File: src/rtl/dht11_scheduler.sv
// dht11_scheduler
// Decides when a DHT11 read starts (host request or periodic auto mode),
// enforces the minimum spacing between reads, bounds each read with a
// timeout, validates the checksum, retries failures and holds the last
// good humidity/temperature bytes.
//
// Ports:
//   clk       system clock
//   rst       asynchronous, active-low reset
//   req       one-shot read request (merged into a pending flag)
//   auto_en   level; read automatically every period
//   rd_start  one-cycle start pulse to the bit-level reader
//   rd_done   one-cycle pulse from the reader, rd_data valid
//   rd_data   {hum int, hum frac, temp int, temp frac, checksum}
//   hum_i, hum_f, temp_i, temp_f  last validated values
//   valid     sticky, set by the first good read
//   ack       one-cycle pulse when a transaction finishes (pass or final fail)
//   err       one-cycle pulse with ack on final failure
//   err_code  00 ok, 01 timeout, 10 checksum; updated at every ack
//   busy      high whenever the sequencer is not idle
module dht11_scheduler #(
  parameter int unsigned PERIOD_CYCLES  = 100_000_000,
  parameter int unsigned TIMEOUT_CYCLES = 2_500_000,
  parameter int unsigned MAX_RETRY      = 2
) (
  input  logic        clk,
  input  logic        rst,
  input  logic        req,
  input  logic        auto_en,
  output logic        rd_start,
  input  logic        rd_done,
  input  logic [39:0] rd_data,
  output logic [7:0]  hum_i,
  output logic [7:0]  hum_f,
  output logic [7:0]  temp_i,
  output logic [7:0]  temp_f,
  output logic        valid,
  output logic        ack,
  output logic        err,
  output logic [1:0]  err_code,
  output logic        busy
);

  localparam int unsigned RW = (MAX_RETRY > 0) ? $clog2(MAX_RETRY + 1) : 1;
  localparam logic [31:0] GUARD_RESET  = 32'(PERIOD_CYCLES);
  // Reloaded in START; two fewer than the period because the START cycle and
  // the IDLE/RETRY decision cycle complete the spacing to exactly PERIOD_CYCLES.
  localparam logic [31:0] GUARD_RELOAD = 32'(PERIOD_CYCLES - 2);
  localparam logic [31:0] TMO_LAST     = 32'(TIMEOUT_CYCLES - 1);

  typedef enum logic [2:0] {
    S_IDLE,
    S_START,
    S_WAIT,
    S_CHECK,
    S_RETRY
  } state_t;

  state_t        state;
  state_t        state_nxt;
  logic [31:0]   guard_cnt;
  logic [31:0]   tmo_cnt;
  logic [RW-1:0] retry_cnt;
  logic          pending;
  logic [39:0]   shadow;
  logic [7:0]    sum;
  logic          sum_ok;
  logic          guard_zero;
  logic          tmo_hit;
  logic          fail;
  logic          can_retry;
  logic [1:0]    cause;

  assign sum        = shadow[39:32] + shadow[31:24] + shadow[23:16] + shadow[15:8];
  assign sum_ok     = (sum == shadow[7:0]);
  assign guard_zero = (guard_cnt == '0);
  // rd_done takes priority over a timeout in the same cycle.
  assign tmo_hit    = (state == S_WAIT) && !rd_done && (tmo_cnt == TMO_LAST);
  assign fail       = tmo_hit || ((state == S_CHECK) && !sum_ok);
  assign can_retry  = (32'(retry_cnt) < MAX_RETRY);
  assign cause      = tmo_hit ? 2'b01 : 2'b10;

  // State register
  always_ff @(posedge clk or negedge rst) begin
    if (!rst) state <= S_IDLE;
    else      state <= state_nxt;
  end

  // Next-state logic
  always_comb begin
    state_nxt = state;
    case (state)
      S_IDLE:  if (guard_zero && (pending || auto_en)) state_nxt = S_START;
      S_START: state_nxt = S_WAIT;
      S_WAIT: begin
        if (rd_done)      state_nxt = S_CHECK;
        else if (tmo_hit) state_nxt = can_retry ? S_RETRY : S_IDLE;
      end
      S_CHECK: begin
        if (sum_ok) state_nxt = S_IDLE;
        else        state_nxt = can_retry ? S_RETRY : S_IDLE;
      end
      S_RETRY: if (guard_zero) state_nxt = S_START;
      default: state_nxt = S_IDLE;
    endcase
  end

  // Moore outputs
  always_comb begin
    rd_start = (state == S_START);
    busy     = (state != S_IDLE);
  end

  // Counters, capture and registered result outputs
  always_ff @(posedge clk or negedge rst) begin
    if (!rst) begin
      guard_cnt <= GUARD_RESET;
      tmo_cnt   <= '0;
      retry_cnt <= '0;
      pending   <= 1'b0;
      shadow    <= '0;
      hum_i     <= '0;
      hum_f     <= '0;
      temp_i    <= '0;
      temp_f    <= '0;
      valid     <= 1'b0;
      ack       <= 1'b0;
      err       <= 1'b0;
      err_code  <= '0;
    end else begin
      ack <= 1'b0;
      err <= 1'b0;

      if (state == S_START)    guard_cnt <= GUARD_RELOAD;
      else if (!guard_zero)    guard_cnt <= guard_cnt - 32'd1;

      // A request in the same cycle START is entered survives, so it is not lost.
      if (req)                       pending <= 1'b1;
      else if (state_nxt == S_START) pending <= 1'b0;

      if (state == S_START)
        tmo_cnt <= '0;
      else if ((state == S_WAIT) && !rd_done && !tmo_hit)
        tmo_cnt <= tmo_cnt + 32'd1;

      if ((state == S_WAIT) && rd_done)
        shadow <= rd_data;

      if ((state == S_CHECK) && sum_ok) begin
        hum_i     <= shadow[39:32];
        hum_f     <= shadow[31:24];
        temp_i    <= shadow[23:16];
        temp_f    <= shadow[15:8];
        valid     <= 1'b1;
        err_code  <= 2'b00;
        ack       <= 1'b1;
        retry_cnt <= '0;
      end else if (fail) begin
        if (can_retry) begin
          retry_cnt <= retry_cnt + RW'(1);
        end else begin
          ack       <= 1'b1;
          err       <= 1'b1;
          err_code  <= cause;
          retry_cnt <= '0;
        end
      end
    end
  end

endmodule
File: config.mk
export PLATFORM = sky130hd
export DESIGN_NAME = dht11_scheduler
export DESIGN_NICKNAME = d
export VERILOG_FILES = /design/src/rtl/dht11_scheduler.sv
export SDC_FILE = /design/constraint.sdc
export NUM_CORES = 1
export LEC_CHECK = 0
export ABC_AREA = 1
export CORE_ASPECT_RATIO = 1.5
export CORE_MARGIN = 10
export CORE_UTILIZATION = 30
export CTS_CLUSTER_DIAMETER = 100
export DETAILED_ROUTE_END_ITERATION = 7
export PLACE_DENSITY_LB_ADDON = 0.25
export SETUP_SLACK_MARGIN = 0.05
export SLEW_MARGIN = 0
export SYNTH_ARGS = -nofsm -noshare
export SYNTH_HDL_FRONTEND = slang
export SYNTH_SLANG_ARGS = --single-unit
export TNS_END_PERCENT = 5
File: constraint.sdc
create_clock -name clk -period 7.95 [get_ports clk]
set_clock_uncertainty 0.15 [all_clocks]
set_input_delay 0.795 -clock clk [delete_from_list [all_inputs] [get_ports clk]]
set_output_delay 0.795 -clock clk [all_outputs]
set_load 0.01 [all_outputs]
Word level (Yosys, flattened, before mapping)
Index checks and enable logic that the tools add are counted.
{ "totals": {"inputBits": 45, "register_bits": 147, "elab_cells": 73, "out_inout_bits": 39} }
{ "classes": {"n_reduce_logical": 19, "add_sub_neg": 6, "n_eq_ne": 9, "magnitude_cmp": 1, "n_mux": 24} }
{ "ops": {"columns": ["operator", "count"], "rows": [
  ["$mux W32", 4],
  ["$add A32 B1 Y32 const B", 1],
  ["$eq A32 B22 Y1 const B", 1],
  ["$logic_not A32 Y1", 1],
  ["$sub A32 B1 Y32 const B", 1],
  ["$add A8 B8 Y8", 3],
  ["$mux W3", 6],
  ["$pmux W3 S5", 1],
  ["$mux W2", 7],
  ["$eq A8 B8 Y1", 1],
  ["$logic_and A1 B1 Y1", 7],
  ["$eq A3 B1 Y1 const B", 2],
  ["$eq A3 B2 Y1 const B", 2],
  ["$mux W1", 6],
  ["$reduce_bool A2 Y1", 3],
  ["$eq A3 B3 Y1 const B", 1],
  ["$logic_not A1 Y1", 3],
  ["$logic_not A3 Y1", 1],
  ["$reduce_bool A3 Y1", 1],
  ["$add A2 B1 Y2 const B", 1],
  ["$logic_or A1 B1 Y1", 2],
  ["$lt A2 B2 Y1 const B", 1],
  ["$ne A2 B1 Y1 const B", 1],
  ["$ne A2 B2 Y1 const B", 1],
  ["$reduce_and A2 Y1", 1]
]} }

Longest topological paths before layout
{ "logic_depth": {"depth_word": 9, "ltp_mapped": 19} }

Worst setup path before layout
No wires, ideal clock.
{ "synth_timing": {"kind": "register -> register", "from": "register shadow[9]", "to": "register err_code[1]", "path_buffers": 2, "arrival_ps": 3182, "setup_time_ps": 117, "required_ps": 7683, "stages_incl_launch_ff": 17, "setup_slack_ps": 4501, "cell_sequence": "dfrtp_1 -> fa_1 -> inv_1 -> fa_1 -> inv_1 -> ha_1 -> fa_1 -> xnor2_1 -> nand3_1 -> nor2_1 -> nand3_1 -> nor3_2 -> nand3_2 -> buf_6 -> buf_6 -> nand3_1 -> nand2_1"} }
{ "synth_via": {"elab_chain_cells": 7, "word_cells_on_any_way": 10} }
{ "synth_rtl": {"columns": ["item", "line_no", "text"], "rows": [
  ["from (decl)", "65", "logic [39:0] shadow;"],
  ["from (signal assigned)", "147", "shadow <= rd_data;"],
  ["$add A8 B8 Y8 (*)", "74", "assign sum = shadow[39:32] + shadow[31:24] + shadow[23:16] + shadow[15:8];"],
  ["$eq A8 B8 Y1 (*)", "75", "assign sum_ok = (sum == shadow[7:0]);"],
  ["$logic_not A1 Y1", "79", "assign fail = tmo_hit || ((state == S_CHECK) && !sum_ok);"],
  ["$logic_and A1 B1 Y1", "79", null],
  ["$logic_or A1 B1 Y1", "79", null],
  ["$reduce_bool A2 Y1 (no line)", null, null],
  ["$reduce_and A2 Y1 (no line)", null, null],
  ["to (signal assigned)", "164", "err_code <= cause;"],
  ["to (decl)", "40", "output logic [1:0] err_code,"]
]} }
Every way passes the cells marked *; elsewhere a longest branch is shown, timed or not.
A chain may end at the register's enable or synchronous reset.

Final worst setup path
{ "layout_timing": {"from": "register shadow[9]", "to": "register temp_i[5]"} }
{ "layout_via": {"elab_chain_cells": 3} }
{ "layout_rtl": {"columns": ["item", "line_no", "text"], "rows": [
  ["$add A8 B8 Y8", "74", null],
  ["$eq A8 B8 Y1", "75", null],
  ["$logic_and A1 B1 Y1", "149", "if ((state == S_CHECK) && sum_ok) begin"],
  ["to (signal assigned)", "152", "temp_i <= shadow[23:16];"],
  ["to (decl)", "35", "output logic [7:0] temp_i,"]
]} }
Every way passes these cells.

==> flow_summary.ini <==
[yosys]
synth-seq-cells = 147
synth_edf_count = 0
synthTopCellsByArea = dfrtp_1 (42%), nand2_1 (11%), nor2_1 (6.3%)
synth-seq-area-share_pct = 45.6
yosysTopAreaCell = dfrtp_1
synth_top_area_share_pct = 41.7
syn-mean-instance-area_sq_um = 7.84
synth.cell_area_sq_um = 8100
async_flop_share_pct = 100
yosysUniqueCellTypes = 34
synth_warnings = 0
synth_ff_type = dfrtp_1
synth_cells = 1034
synth_fp_nets = 1103

[global_routing]
grt_pass1_vias = 7075
antenna_found_initial = 0
track_usage_pct = 13.5
grt_first_pass_wirelength_mm = 37.3
grt-ovfl-total = 0
grt_max_degree = 81

[timing]
worst_slack_ns = 3.94
hold_slack_ns = 0.276
slew_violations = 0
period_share_pct = 50.4
finalSetupViolCount = 0
setup_tns_ns = 0
max_slew_margin_pct = 26.1
hold_violations = 0
tightestPinTransition_ns = 1.11
rsz0062_at_grt = no
fin_crit_ns = 4.01
fmax_mhz = 249

[placed_design]
pre_cts_ws_ns = 3.96
dpl.cell_count = 1429
port_buffers = 83
gp_congestion = 0.874
dpl.hpwl_mm = 17.3
place_area_sq_um = 9260

[cells_and_area]
nets = 1180
drive_gt1_share_pct = 6.68
stdcell_area_sq_um = 9870
final_cell_mix = nand2_1 (226), nor2_1 (137), dfrtp_1 (135), inv_1 (134), clkdlybuf4s50_1 (82)
fin_cells = 1460
fin_util_pct = 37.1
syn_to_final_growth_pct = 21.8
antenna_cells = 0
final_common_cell = nand2_1

[die]
top_level_ports = 84
die_area_sq_um = 34100
die_x_um = 154
initial_core_util_pct = 30.5
row_count = 73
die_y_um = 221
core_sq_um = 26600

[clocking]
numCtsBuffers = 17
clockBufferDepth = 2
root_buffer = clkbuf_16
postCtsSetupRepairBufs = 0
h-tree-depth = 4
cts_hold_buf = 0
clk_pin_slew_ns = 0.06
clock_sinks = 147
clk_latency_ns = 0.43
cts.repair.resized = 0
cts_tree = built

[setup_path]
ff2ff_path_depth = 15
required_ns = 8.08
worst-path-max-fanout = 57
arrival_ns = 4.14
crit_type = flip-flop to flip-flop
end_kind = flip-flop
startpoint_type = flip-flop

[route]
drtIter0Drc = 311
dr.pass1.iters = 5
ant_nets = 0
wire_per_inst_um = 15.8
drc = 0
routed_wirelength_mm = 23.0
dr_total_vias = 6950
viasPerCell = 4.76

[power_and_ir_drop]
power.density_nw_per_um2 = 378
p_leak_nw = 4.43
max-vdd-ir-drop_mv = 0.327
total_power_mw = 3.73

[flow_run]
maxCapViolCount = 0

[worst_hold_path]
holdCritPathClass = input pin to asynchronous set/reset pin

[status]
status = finished, final reports clean
critical path, stage by stage, from the launching register on:
cell and delay, ns:
dfrtp_1 0.40, fa_1 0.55, inv_1 0.05, fa_1 0.50
inv_1 0.04, ha_1 0.23, fa_1 0.45, xnor2_1 0.17
nand3_1 0.09, nor2_1 0.10, nand3_1 0.11, nor3_2 0.14
nand3_2 0.23, buf_4 0.38, nand2_1 0.13, o21ai_0 0.10
Yosys cell counts, types with 3 or more instances:
cell type    n
clkbuf_1     9
o21ai_0     28
dfstp_2     12
nor4_1       7
inv_2        3
nand2_1    227
mux2_2       4
nor2_1     137
o21ai_2      6
o31ai_1      6
a21oi_1     58
ha_1        10
xor2_1      26
inv_1      134
buf_1        6
nand4_1     41
o21ai_1     31
buf_2       13
nand3_1     55
nor3_1      38
or2_2        4
xnor2_1     16
fa_1        14
dfrtp_1    135
kinds of logic after synthesis:
kind of cell             share of synthesized area, %
multiplexers                                    0.556
AND/OR/NAND/NOR                                  27.6
flip-flops                                       45.6
AO/OA/AOI/OAI                                    8.60
XOR/XNOR                                         4.54
adder cells (fa/ha/maj)                          5.00
buffers and inverters                            8.12
flip-flops by register name, summed over array words and instances, names as in the netlist:
signal,cells
pending,1
temp_f,8
tmo_cnt,32
hum_i,8
guard_cnt,32
err_code,2
state,3
temp_i,8
hum_f,8
valid,1
shadow,40
ack,1
err,1
retry_cnt,2
final cells by class:
class / count / area, sq um
clock buffer: 17 / 425
inverter: 137 / 514
sequential: 147 / 3690
timing repair buffer: 88 / 870
clock inverter: 14 / 185
multi-input combinational: 720 / 3760
fill: 2779 / 16700
tap: 337 / 422
path summary, 6_finish.rpt:
kind | startpoint | endpoint | slack, ns
worst max-delay path | shadow[9] | temp_i[5] | 3.94
worst min-delay path | rst | retry_cnt[0] | 0.28
worst max register to register | shadow[9] | temp_i[5] | 3.94
worst min register to register | valid | valid | 0.32
max in group asynchronous | rst | tmo_cnt[29] | 6.01
min in group clk | valid | valid | 0.32
per-layer routing:
layer / up-vias / wire, um / part of all wire [%] / global-route usage, %
li1: 3475 / - / - / -
met1: 3273 / 9000 / 39 / 14.5
met2: 158 / 12300 / 53 / 24.6
met3: 44 / 882 / 3.8 / 2.85
met4: 0 / 820 / 3.6 / 6.37
met5: - / 0 / 0 / 0
where the power goes:
part	switching (mW)	total (mW)	internal, mW	leakage (nW)
combinational	1.12	1.84	0.715	2.29
clock	0.324	0.846	0.522	0.295
sequential	0.126	1.04	0.918	1.84
total	1.57	3.73	2.15	4.43
(Power assumes the default switching activity.)
